[src/rtl/neuron_pkg.sv]
// ============================================================================
// neuron_pkg : shared types and helpers for the serial neuron layer sequencer
// Revision   : 1.0
// ============================================================================
`default_nettype none

package neuron_pkg;

  localparam int unsigned c_def_w = 32;

  typedef enum logic [1:0] {
    IDLE  = 2'd0,
    FETCH = 2'd1,
    DRAIN = 2'd2,
    DONE  = 2'd3
  } state_t;

  // Address/index width that stays at least one bit for degenerate sizes.
  function automatic int clog2_min1(input int value);
    return (value > 1) ? $clog2(value) : 1;
  endfunction

endpackage

`default_nettype wire

[src/rtl/neuron_layer_seq_if.sv]
// ============================================================================
// neuron_layer_seq_if : control, spike and weight-memory bus of the layer
// Revision            : 1.0
// ============================================================================
`default_nettype none

interface neuron_layer_seq_if
  import neuron_pkg::*;
#(
  parameter int N  = 8,
  parameter int M  = 4,
  parameter int W  = c_def_w,
  parameter int AW = clog2_min1(M * N)
);

  logic             start;
  logic [N-1:0]     synapses;
  logic [M*W-1:0]   thresholds;
  logic             w_en;
  logic [AW-1:0]    w_addr;
  logic [W-1:0]     w_data;
  logic             busy;
  logic             done;
  logic [M-1:0]     axons;

  modport master (
    input  start, synapses, thresholds, w_data,
    output w_en, w_addr, busy, done, axons
  );

  modport slave (
    output start, synapses, thresholds, w_data,
    input  w_en, w_addr, busy, done, axons
  );

endinterface

`default_nettype wire

[src/rtl/neuron_mac.sv]
// ============================================================================
// neuron_mac : delayed-index accumulate, compare-and-clear and shadow result
// Revision   : 1.0
// ============================================================================
`default_nettype none

module neuron_mac
  import neuron_pkg::*;
#(
  parameter int N  = 8,
  parameter int M  = 4,
  parameter int W  = c_def_w,
  parameter int IW = clog2_min1(N),
  parameter int MW = clog2_min1(M)
) (
  input  logic             clk,
  input  logic             rst_n,
  input  logic             clr,
  input  logic             issue_v,
  input  logic [IW-1:0]    issue_i,
  input  logic [MW-1:0]    issue_m,
  input  logic [N-1:0]     syn,
  input  logic [M*W-1:0]   thresholds,
  input  logic [W-1:0]     w_data,
  output logic [M-1:0]     shadow
);

  logic            r_vd;
  logic [IW-1:0]   r_id;
  logic [MW-1:0]   r_md;
  logic [W-1:0]    r_acc;
  logic [M-1:0]    r_shadow;

  logic [W-1:0]    w_term;
  logic [W-1:0]    w_acc_next;
  logic [W-1:0]    w_thr;
  logic            w_last;

  // r_vd/r_id/r_md describe the read whose data is on w_data this cycle.
  assign w_term     = (r_vd && syn[r_id]) ? w_data : '0;
  assign w_acc_next = r_acc + w_term;
  assign w_thr      = thresholds[r_md*W +: W];
  assign w_last     = r_vd && (r_id == IW'(N - 1));
  assign shadow     = r_shadow;

  always_ff @(posedge clk or negedge rst_n) begin
    if (!rst_n) begin
      r_vd     <= 1'b0;
      r_id     <= '0;
      r_md     <= '0;
      r_acc    <= '0;
      r_shadow <= '0;
    end else begin
      r_vd <= issue_v;
      r_id <= issue_i;
      r_md <= issue_m;
      if (clr) begin
        r_acc <= '0;
      end else if (r_vd) begin
        r_acc <= w_last ? '0 : w_acc_next;
      end
      if (w_last) begin
        r_shadow[r_md] <= (w_acc_next >= w_thr);
      end
    end
  end

endmodule

`default_nettype wire

[src/rtl/neuron_layer_seq.sv]
// ============================================================================
// neuron_layer_seq : time-multiplexed layer of M threshold neurons (N synapses)
// Revision         : 1.0
// ============================================================================
`default_nettype none

module neuron_layer_seq
  import neuron_pkg::*;
#(
  parameter int N  = 8,
  parameter int M  = 4,
  parameter int W  = c_def_w,
  parameter int AW = clog2_min1(M * N)
) (
  input  logic               clk,
  input  logic               rst_n,
  neuron_layer_seq_if.master bus
);

  localparam int IW = clog2_min1(N);
  localparam int MW = clog2_min1(M);
  localparam logic [AW-1:0] c_last_addr = AW'(M * N - 1);
  localparam logic [IW-1:0] c_last_i    = IW'(N - 1);

  state_t          r_state;
  logic            r_w_en;
  logic [AW-1:0]   r_w_addr;
  logic [IW-1:0]   r_i;
  logic [MW-1:0]   r_m;
  logic [N-1:0]    r_syn;
  logic            r_busy;
  logic            r_done;
  logic [M-1:0]    r_axons;

  logic            w_accept;
  logic [M-1:0]    w_shadow;

  assign w_accept = (r_state == IDLE) && bus.start;

  always_ff @(posedge clk or negedge rst_n) begin
    if (!rst_n) begin
      r_state  <= IDLE;
      r_w_en   <= 1'b0;
      r_w_addr <= '0;
      r_i      <= '0;
      r_m      <= '0;
      r_syn    <= '0;
      r_busy   <= 1'b0;
      r_done   <= 1'b0;
      r_axons  <= '0;
    end else begin
      r_done <= 1'b0;
      case (r_state)
        IDLE: begin
          if (bus.start) begin
            r_syn    <= bus.synapses;
            r_w_en   <= 1'b1;
            r_w_addr <= '0;
            r_i      <= '0;
            r_m      <= '0;
            r_busy   <= 1'b1;
            r_state  <= FETCH;
          end
        end
        FETCH: begin
          if (r_w_addr == c_last_addr) begin
            r_w_en  <= 1'b0;
            r_state <= DRAIN;
          end else begin
            r_w_addr <= r_w_addr + 1'b1;
            if (r_i == c_last_i) begin
              r_i <= '0;
              r_m <= r_m + 1'b1;
            end else begin
              r_i <= r_i + 1'b1;
            end
          end
        end
        DRAIN: begin
          r_done  <= 1'b1;
          r_state <= DONE;
        end
        DONE: begin
          // Axons update only here so partial shadow results never leak out.
          r_axons <= w_shadow;
          r_busy  <= 1'b0;
          r_state <= IDLE;
        end
        default: r_state <= IDLE;
      endcase
    end
  end

  neuron_mac #(
    .N  (N),
    .M  (M),
    .W  (W),
    .IW (IW),
    .MW (MW)
  ) u_mac (
    .clk        (clk),
    .rst_n      (rst_n),
    .clr        (w_accept),
    .issue_v    (r_w_en),
    .issue_i    (r_i),
    .issue_m    (r_m),
    .syn        (r_syn),
    .thresholds (bus.thresholds),
    .w_data     (bus.w_data),
    .shadow     (w_shadow)
  );

  assign bus.w_en   = r_w_en;
  assign bus.w_addr = r_w_addr;
  assign bus.busy   = r_busy;
  assign bus.done   = r_done;
  assign bus.axons  = r_axons;

endmodule

`default_nettype wire
[src/flat_wrapper.sv]
// flat-port wrapper written by rule: the top's interface ports become plain ports
module neuron_layer_seq_flat import neuron_pkg::*;
#(
  parameter int N  = 8,
  parameter int M  = 4,
  parameter int W  = c_def_w,
  parameter int AW = clog2_min1(M * N)
)
  (clk, rst_n, bus_start, bus_synapses, bus_thresholds, bus_w_data, bus_w_en, bus_w_addr, bus_busy, bus_done, bus_axons);
  neuron_layer_seq_if #(.N(N), .M(M), .W(W), .AW(AW)) bus_i ();
  input  logic clk;
  input  logic rst_n;
  input wire logic [$bits(bus_i.start)-1:0] bus_start;
  input wire logic [$bits(bus_i.synapses)-1:0] bus_synapses;
  input wire logic [$bits(bus_i.thresholds)-1:0] bus_thresholds;
  input wire logic [$bits(bus_i.w_data)-1:0] bus_w_data;
  output wire logic [$bits(bus_i.w_en)-1:0] bus_w_en;
  output wire logic [$bits(bus_i.w_addr)-1:0] bus_w_addr;
  output wire logic [$bits(bus_i.busy)-1:0] bus_busy;
  output wire logic [$bits(bus_i.done)-1:0] bus_done;
  output wire logic [$bits(bus_i.axons)-1:0] bus_axons;
  assign bus_i.start = bus_start;
  assign bus_i.synapses = bus_synapses;
  assign bus_i.thresholds = bus_thresholds;
  assign bus_i.w_data = bus_w_data;
  assign bus_w_en = bus_i.w_en;
  assign bus_w_addr = bus_i.w_addr;
  assign bus_busy = bus_i.busy;
  assign bus_done = bus_i.done;
  assign bus_axons = bus_i.axons;
  neuron_layer_seq #(.N(N), .M(M), .W(W), .AW(AW)) u_core (.clk(clk), .rst_n(rst_n), .bus(bus_i));
endmodule
[config.mk]
export PLATFORM = sky130hd
export DESIGN_NAME = neuron_layer_seq_flat
export DESIGN_NICKNAME = d
export VERILOG_FILES = /design/src/rtl/neuron_pkg.sv /design/src/rtl/neuron_layer_seq_if.sv /design/src/rtl/neuron_mac.sv /design/src/rtl/neuron_layer_seq.sv /design/src/flat_wrapper.sv
export SDC_FILE = /design/constraint.sdc
export NUM_CORES = 1
export LEC_CHECK = 0
export ABC_AREA = 1
export CAP_MARGIN = 10
export CORE_MARGIN = 5
export CORE_UTILIZATION = 42
export CTS_CLUSTER_SIZE = 40
export DETAILED_ROUTE_END_ITERATION = 16
export PLACE_DENSITY = 0.76
export SYNTH_ARGS = -nofsm -noshare
export SYNTH_HDL_FRONTEND = slang
export SYNTH_SLANG_ARGS = --single-unit
[constraint.sdc]
create_clock -name clk -period 8.3 [get_ports clk]
set_input_delay 1.66 -clock clk [delete_from_list [all_inputs] [get_ports clk]]
set_output_delay 1.66 -clock clk [all_outputs]
set_load 0.1 [all_outputs]
# After elaboration in Yosys (flattened, before gate mapping)
# Index checks and enable logic that the tools add are counted.
# word_totals
regBits	69
inputBits	171
out_inout_bits	12
elab_cells	75
# op_classes
add_sub_neg	4
magnitude_cmp	4
n_eq_ne	10
shifts	1
n_mux	28
reduce_logical	14
# ops
operator	n
32-bit 2-to-1 mux	4
128-bit by 8-bit indexed part select with 32-bit output	1
32-bit adder	1
32-bit >= comparator	1
2-bit 2-to-1 mux	5
5-bit 2-to-1 mux	2
5-bit case mux with 2 select lines	1
3-bit 2-to-1 mux	3
2-bit case mux with 4 select lines	1
3-bit equality test (second input constant)	2
3-bit case mux with 2 select lines	1
2-bit AND reduction	3
3-bit AND reduction	2
2-bit nonzero test	3
5-bit by 1-bit adder with 5-bit output (second input constant)	1
5-bit equality test (second input constant)	1
1-bit 2-to-1 mux	5
4-bit bitwise mux	1
2-bit equality test (second input constant)	2
1-bit logical AND	4
3-bit by 4-bit < comparator with 1-bit output (second input constant)	1
2-bit by 1-bit inequality test with 1-bit output (second input constant)	2
2-bit inequality test (second input constant)	2
1-bit case mux with 2 select lines	2
other kinds (10)	10

# Logic depth before layout (Yosys ltp)
# Gate-level depths: netlist of run 1.
# depth
word_depth	8
depth_mapped	31
mapped_depth_nobuf	30

# Cells and area by module
# A second synthesis of run 1 with hierarchy kept.
# unflattened
hier_cells	1023
hier_area_um2	6864.1
# modules_own_cells
module	instances	cells_per_inst	area_per_inst_um2	seq_area_each_um2
neuron_mac	1	881	5599.1	1051.0
neuron_layer_seq	1	142	1265.0	675.6

# Least setup slack after synthesis of run 1
# OpenSTA, ideal clock, no wires.
# synth_path
kind	input to register
from	input port bus_w_data[0]
to	register u_core.u_mac.r_shadow[1] (netlist: u_core.u_mac.shadow[1])
setup_time_ns	0.065
arrival_time_ns	4.206
required_ns	8.235
path_slack_ns	4.029
stages	22
n_path_buf	0
cell_sequence	inv_1 -> nor2_1 -> ha_1 -> fa_1 -> nand3_1 -> nand2_1 -> nand2_1 -> nand2_1 -> nand2_1 -> nand2_2 -> nand2_2 -> nand3_1 -> and2_1 -> ha_1 -> nand2_1 -> nor2_1 -> nand2_1 -> nor4_1 -> nand3_1 -> nand3_1 -> nand2_1 -> nand2_1
# synth_between
elab_chain_len	4
# synth_lines
item	line	source
from (decl)	flat_wrapper.sv:16	input wire logic [$bits(bus_i.w_data)-1:0] bus_w_data;
32-bit 2-to-1 mux	neuron_mac.sv:40	assign w_term = (r_vd && syn[r_id]) ? w_data : '0;
32-bit adder	neuron_mac.sv:41	assign w_acc_next = r_acc + w_term;
32-bit >= comparator	neuron_mac.sv:63	r_shadow[r_md] <= (w_acc_next >= w_thr);
4-bit bitwise mux	neuron_mac.sv:63	
to (signal, indexed assignment)	neuron_mac.sv:63	
to (decl)	neuron_mac.sv:32	logic [M-1:0] r_shadow;
# Every way passes these cells.
# A chain may end at the register's enable or synchronous reset.

# Worst setup path in the final report of run 1
# layout_path
from	input port bus_w_data[0]
to	register u_core.u_mac.r_shadow[2] (netlist: u_core.u_mac.shadow[2])
# Same word-level chain as after synthesis.

==> results of run 1 <==
sequential cells by signal, summed over array words and instances (netlist names):
signal / count
u_core.u_mac.r_md: 2
u_core.r_i: 3
u_core.u_mac.r_acc: 32
u_core.bus.axons: 4
u_core.r_m: 2
u_core.bus.w_addr: 5
u_core.u_mac.shadow: 4
u_core.bus.w_en: 1
u_core.r_syn: 8
u_core.u_mac.r_id: 3
u_core.u_mac.r_vd: 1
u_core.r_state: 2
u_core.bus.done: 1
u_core.bus.busy: 1
Yosys cell counts:
| cell type | count | area, um2 |
|---|---|---|
| fa_1 | 1 | 20.0 |
| a21oi_1 | 50 | 250 |
| a21oi_4 | 1 | 16.3 |
| nor2_1 | 97 | 364 |
| o21ai_0 | 39 | 195 |
| buf_2 | 6 | 30.0 |
| or2_1 | 1 | 6.26 |
| o21ai_2 | 2 | 17.5 |
| nor2_4 | 1 | 11.3 |
| inv_2 | 4 | 15.0 |
| o32ai_1 | 1 | 8.76 |
| clkbuf_1 | 15 | 56.3 |
| nor4_1 | 3 | 18.8 |
| xor2_1 | 10 | 87.6 |
| nor4_4 | 1 | 21.3 |
| nor2_2 | 1 | 6.26 |
| nor3_1 | 7 | 35.0 |
| nand2_2 | 11 | 68.8 |
| o21bai_1 | 6 | 45.0 |
| inv_1 | 155 | 582 |
| a221oi_1 | 31 | 272 |
| ha_1 | 71 | 888 |
| mux2_2 | 4 | 45.0 |
| a31oi_1 | 1 | 6.26 |
| xor2_2 | 1 | 16.3 |
| xnor2_1 | 5 | 43.8 |
| o22ai_1 | 3 | 18.8 |
| nand2_1 | 276 | 1040 |
| and2_1 | 14 | 87.6 |
| nor3_2 | 2 | 20.0 |
| o21ai_1 | 3 | 15.0 |
| nand4_1 | 8 | 50.1 |
| a21o_1 | 2 | 15.0 |
| nand3_1 | 42 | 210 |
| o31ai_1 | 1 | 7.51 |
| nand3b_1 | 6 | 45.0 |
| dfrtp_1 | 69 | 1730 |
| a22o_1 | 36 | 315 |
| a32o_1 | 3 | 30.0 |
metal layers:
metal	GRT usage, %	share of wire [%]
met5	0	0
met4	6.94	2.2
met3	5.37	8.7
met2	39.1	47
met1	31.0	43
path summary, 6_finish.rpt:
path	to	slack, ns	cells after the start
worst min-delay path	u_core.u_mac.r_md[1]	0.39	0
min in group asynchronous	u_core.u_mac.r_acc[9]	1.51	2
max in group asynchronous	u_core.u_mac.r_acc[30]	6.19	2
worst max-delay path	u_core.u_mac.shadow[2]	3.59	23
worst max register to register	u_core.u_mac.shadow[2]	3.94	29
worst min register to register	u_core.u_mac.r_md[1]	0.39	0
placed cells by master (no fill, tap or decap), drive strengths merged, types with 2 or more instances in the layout:
cell type	n
nand3	42
and2	14
nor2	99
clkinv	2
nand3b	6
ha	71
mux2	4
a221oi	31
nand4	8
a22o	36
inv	163
clkbuf	9
clkdlybuf4s50	181
o22ai	3
nor3	9
a21o	2
dfrtp	69
nand2	287
buf	7
o21ai	44
xnor2	5
nor4	4
a32o	3
a21oi	51
xor2	11
o21bai	6
cell type report:
class,instances,area [um2]
tap,216,270
timing repair buffer,188,1860
clock buffer,9,225
fill,1529,6720
clock inverter,7,65.1
sequential,69,1730
inverter,159,597
multi-input combinational,741,4310
per-stage QoR:
| step | area, um2 | std cells | util [%] |
|---|---|---|---|
| floorplan | 6700 | 990 | - |
| global placement | 8760 | 1373 | 55.6 |
| detailed placement | 8760 | 1373 | 55.6 |
| CTS | 9050 | 1389 | 57.4 |
| global route | 9050 | 1389 | 57.4 |
| finish | 9050 | 1389 | 57.4 |
logic make-up after synthesis:
kind of cell,count (synthesis),synth area share [%]
compound gates,179,18.1
xor+xnor,16,2.20
fa+ha+maj,72,13.5
buf+inv,180,10.2
flops,69,25.8
mux,4,0.672
simple gates,470,29.5
power groups by stage:
stage,Sequential (W),Clock (W),Combinational [W]
finish,0.000518,0.000384,0.00188
global route,0.000532,0.000405,0.00211
CTS,0.000517,0.000390,0.00188
detailed placement,0.000521,0,0.00186
global placement,0.000516,0,0.00183
floorplan,0.000608,0,0.00122
==> results_dict.tcl, run 1 <==
set metrics [dict create \
    tightestPinTransition_ns 1.02 \
    drc_errors 0 \
    routabilityCongestion 0.984 \
    clkPwrFrac_pct 13.8 \
    crit_required_ns 8.59 \
    cts_hold_buf 0 \
    period_share_pct 56.8 \
    startpoint "bus_w_data[0]" \
    critPathCaptureType "register" \
    layout_min_cycle_time_ns 4.71 \
    cell_internal_pwr_w 0.00134 \
    drive_above_1_share_pct 4.60 \
    core_um2 15800 \
    cp_num_buf_inv 2 \
    syn_area_um2 6700 \
    dieArea_um2 18600 \
    hp-start "u_core.r_m[1]" \
    yosysWarnings 0 \
    max_cap_violations 0 \
    min_path_type "register to register" \
    finalWorstSetupSlack_ns 3.59 \
    power_leakage_nw 4.61 \
    power.density_nw_per_um2 308 \
    rsz0062_at_grt "no" \
    num_io_pins 183 \
    syn_inst 990 \
    totalPowerFinal_w 0.00279 \
    cp-start-kind "input pin" \
    slowest_delay_ns 0.46 \
    drtIter0Drc 609 \
    cpMaxStageDelayCell "fa_1" \
    cts_setup_buffers 0 \
    synth_cell_types 39 \
    cp_top_family "simple AND/OR/NAND/NOR gates" \
    avgRoutedWirePerCell_um 16.0 \
    hpwl_um 18100 \
    cts_tree "built" \
    die_height_um 136 \
    finalHoldViolCount 0 \
    grt_pass1_wl_um 34200 \
    p_seq_share_pct 18.6 \
    finalMaxSlewViolations 0 \
    cts.htree.levels 3 \
    place_ws_ns 3.26 \
    wirelength_um 22200 \
    grt_overflow_total 0 \
    grt_use_total_pct 23.7 \
    crit_fanout 4 \
    crit_arrival_ns 5.01 \
    yosysSeqAreaShare_pct 25.8 \
    vias 7300 \
    cts_buffers 9 \
    cts_max_path_buffers 2 \
    clkTransAtPathRegs_ns 0.06 \
    io_buffers 182 \
    grt_pass1_vias 6922 \
    irDropWorstVdd_v 0.000224 \
    cts_root_buffer "clkbuf_16" \
    setup_viol 0 \
    max_slew_margin_pct 31.7 \
    viasPerCell 5.26 \
    crit_type "input pin to register" \
    whs_ns 0.387 \
    fin_nets 1411 \
    n_antenna_cell 0 \
    fin_setup_tns_ns 0 \
    r2r-start "u_core.u_mac.r_id[0]" \
    insertion_delay_ns 0.36 \
    start_util_pct 42.5 \
    antenna_found_initial 0 \
    grt_max_degree 70 \
    synth.net_count 1233 \
    switching_share_pct 51.9 \
    combinationalPowerShare_pct 67.6 \
    skew_ns 0.0112 \
    cts_sinks 69 \
    synth-seq-cells 69 \
    rows 46 \
    p_sw_w 0.00145 \
    first_pass_iters 5 \
    ant_nets 0 \
    cp_common_cell "nand2_1" \
    fmax_mhz 212 \
    post_synth.cell_area_avg_um2 6.77 \
    syn_to_final_growth_pct 35.1 \
    die_x_um 136 \
    cts_resized 0 \
    status "finished, final reports clean" \
    worstPathCellList "clkdlybuf4s50_1 > inv_1 > nor2_1 > ha_1 > fa_1 > nand3_1 > nand2_1 > nand2_1 > nand2_2 > nand2_1 > nand2_1 > nand2_1 > nand3_1 > and2_1 > ha_1 > nand2_1 > nor2_1 > nand2_1 > nor4_1 > nand3_1 > nand3_1 > nand2_1 > nand2_1" \
]
Note: power is estimated with default switching activity, not from simulation.
==> inputs of run 2 (changes only) <==
- clock period: 8.3 -> 4.92 ns (I/O delays scaled with it)
==> run 2 against run 1 <==
Against the previous run: clock skew decreased by 0.0018 ns; combinational power increased by 70%; first-iteration DRC count decreased by 27%; count of clock-buffer cells in the layout stayed put; die area stayed put; cell count about the same; via count decreased by 0.81%; clock power is 74% higher; critical path depth is 6 higher; critical path type is now register to register; critical endpoint is now u_core.u_mac.shadow[3].
==> results_dict.tcl, run 2 (synthesis gave the netlist of run 1 again) <==
set metrics [dict create \
    cts.htree.levels 3 \
    grt-busiest-layer "met2" \
    cts_buffers 9 \
    endpoint "u_core.u_mac.shadow[3]" \
    ant_nets 0 \
    power_leakage_nw 4.62 \
    final_common_cell "nand2_1" \
    viasPerCell 5.21 \
    cts_resized 0 \
    min_path_type "register to register" \
    r2r_cells 29 \
    grt_max_degree 49 \
    met2_usage_pct 40.8 \
    skew_ns 0.00949 \
    tightestPinTransition_ns 1.01 \
    largest_reg_flops 32 \
    grt_pass1_vias 7078 \
    worstReg2RegEnd "u_core.u_mac.shadow[3]" \
    crit_fanout 31 \
    num_io_pins 183 \
    grt_overflow_total 0 \
    routabilityCongestion 0.983 \
    path_depth 29 \
    syn_to_final_growth_pct 35.3 \
    cts_root_buffer "clkbuf_16" \
    vias 7241 \
    rows 46 \
    r2r_slack_ns 0.55 \
    finalWorstSetupSlack_ns 0.546 \
    die_x_um 136 \
    n_antenna_cell 0 \
    avgRoutedWirePerCell_um 16.2 \
    io_buffers 182 \
    irDropWorstVdd_v 0.000323 \
    first_pass_iters 6 \
    cts_max_path_buffers 2 \
    drtIter0Drc 447 \
    finalMaxSlewViolations 0 \
    whs_ns 0.398 \
    cp_top_family "simple AND/OR/NAND/NOR gates" \
    status "finished, final reports clean" \
    crit_arrival_ns 4.66 \
    grt_pass1_wl_um 34800 \
    cp-start-kind "register" \
    r2r-start "u_core.u_mac.r_id[0]" \
    fin_nets 1412 \
    fmax_mhz 229 \
    wirelength_um 22500 \
    die_height_um 136 \
    setup_viol 0 \
    clkTransAtPathRegs_ns 0.07 \
    critPathCaptureType "register" \
    cts_hold_buf 0 \
    max_slew_margin_pct 32.6 \
    grt_use_total_pct 24.2 \
    crit_type "register to register" \
    cp_num_buf_inv 2 \
    dieArea_um2 18600 \
    layout_min_cycle_time_ns 4.37 \
    insertion_delay_ns 0.36 \
    slowest_delay_ns 0.43 \
    layout_common_cells "276 x nand2_1, 181 x clkdlybuf4s50_1, 155 x inv_1" \
    start_util_pct 42.5 \
    cts_tree "built" \
    finalHoldViolCount 0 \
    cts_setup_buffers 0 \
    drc_errors 0 \
    regMostFlops "u_core.u_mac.r_acc" \
    crit_required_ns 5.21 \
    drive_above_1_share_pct 4.68 \
    antenna_found_initial 0 \
    startpoint "u_core.u_mac.r_id[0]" \
    grt_util_met3_pct 5.11 \
    core_um2 15800 \
    cpMaxStageDelayCell "fa_1" \
    fin_setup_tns_ns 0 \
    met1_usage_pct 30.8 \
    cp_common_cell "nand2_1" \
    cts_sinks 69 \
    place_ws_ns 0.549 \
    max_cap_violations 0 \
    hpwl_um 18600 \
    period_share_pct 88.9 \
    rsz0062_at_grt "no" \
    power.density_nw_per_um2 521 \
]
## run 2: cell types whose count changed in the layout (fill, tap and decap cells not counted), sizes merged
cell / before / now
buf: 7 / 8
clkinv: 2 / 1
clkinvlp: 1 / 0
inv: 163 / 165
## run 2: worst min path at each step
stage / cells past startpoint / start / endpoint
floorplan: 0 / u_core.r_m[1] / u_core.u_mac.r_md[1]
global placement: 0 / u_core.r_m[1] / u_core.u_mac.r_md[1]
detailed placement: 0 / u_core.r_m[1] / u_core.u_mac.r_md[1]
CTS: 0 / u_core.r_m[1] / u_core.u_mac.r_md[1]
global route: 0 / u_core.r_m[1] / u_core.u_mac.r_md[1]
finish: 0 / u_core.r_m[1] / u_core.u_mac.r_md[1]
## run 2: per-stage QoR
stage / total power, W / area (um2) / std cells / utilization, %
after global routing: 0.00515 / 9070 / 1390 / 57.5
after detailed placement: 0.00404 / 8770 / 1374 / 55.6
after global placement: 0.00397 / 8770 / 1374 / 55.6
final: 0.00472 / 9070 / 1390 / 57.5
after floorplan: 0.00308 / 6700 / 990 / -
after CTS: 0.00473 / 9070 / 1390 / 57.5
## run 2: where the power goes
part	total (W)	internal (W)	switching, W
combinational	0.00319	0.00116	0.00203
sequential	0.000870	0.000750	0.000120
clock	0.000667	0.000362	0.000305
total	0.00472	0.00227	0.00245
## run 2: cell type report
type | count | area (um2)
Multi-Input combinational cell | 741 | 4310
Clock inverter | 7 | 73.8
Clock buffer | 9 | 225
Tap cell | 216 | 270
Inverter | 159 | 597
Fill cell | 1580 | 6700
Timing Repair Buffer | 189 | 1870
Sequential cell | 69 | 1730
## run 2: metal layers
metal | up-vias | wire (um)
met4 | 0 | 488
met1 | 3335 | 9720
met3 | 36 | 1620
li1 | 3622 | -
met2 | 248 | 10600
met5 | - | 0
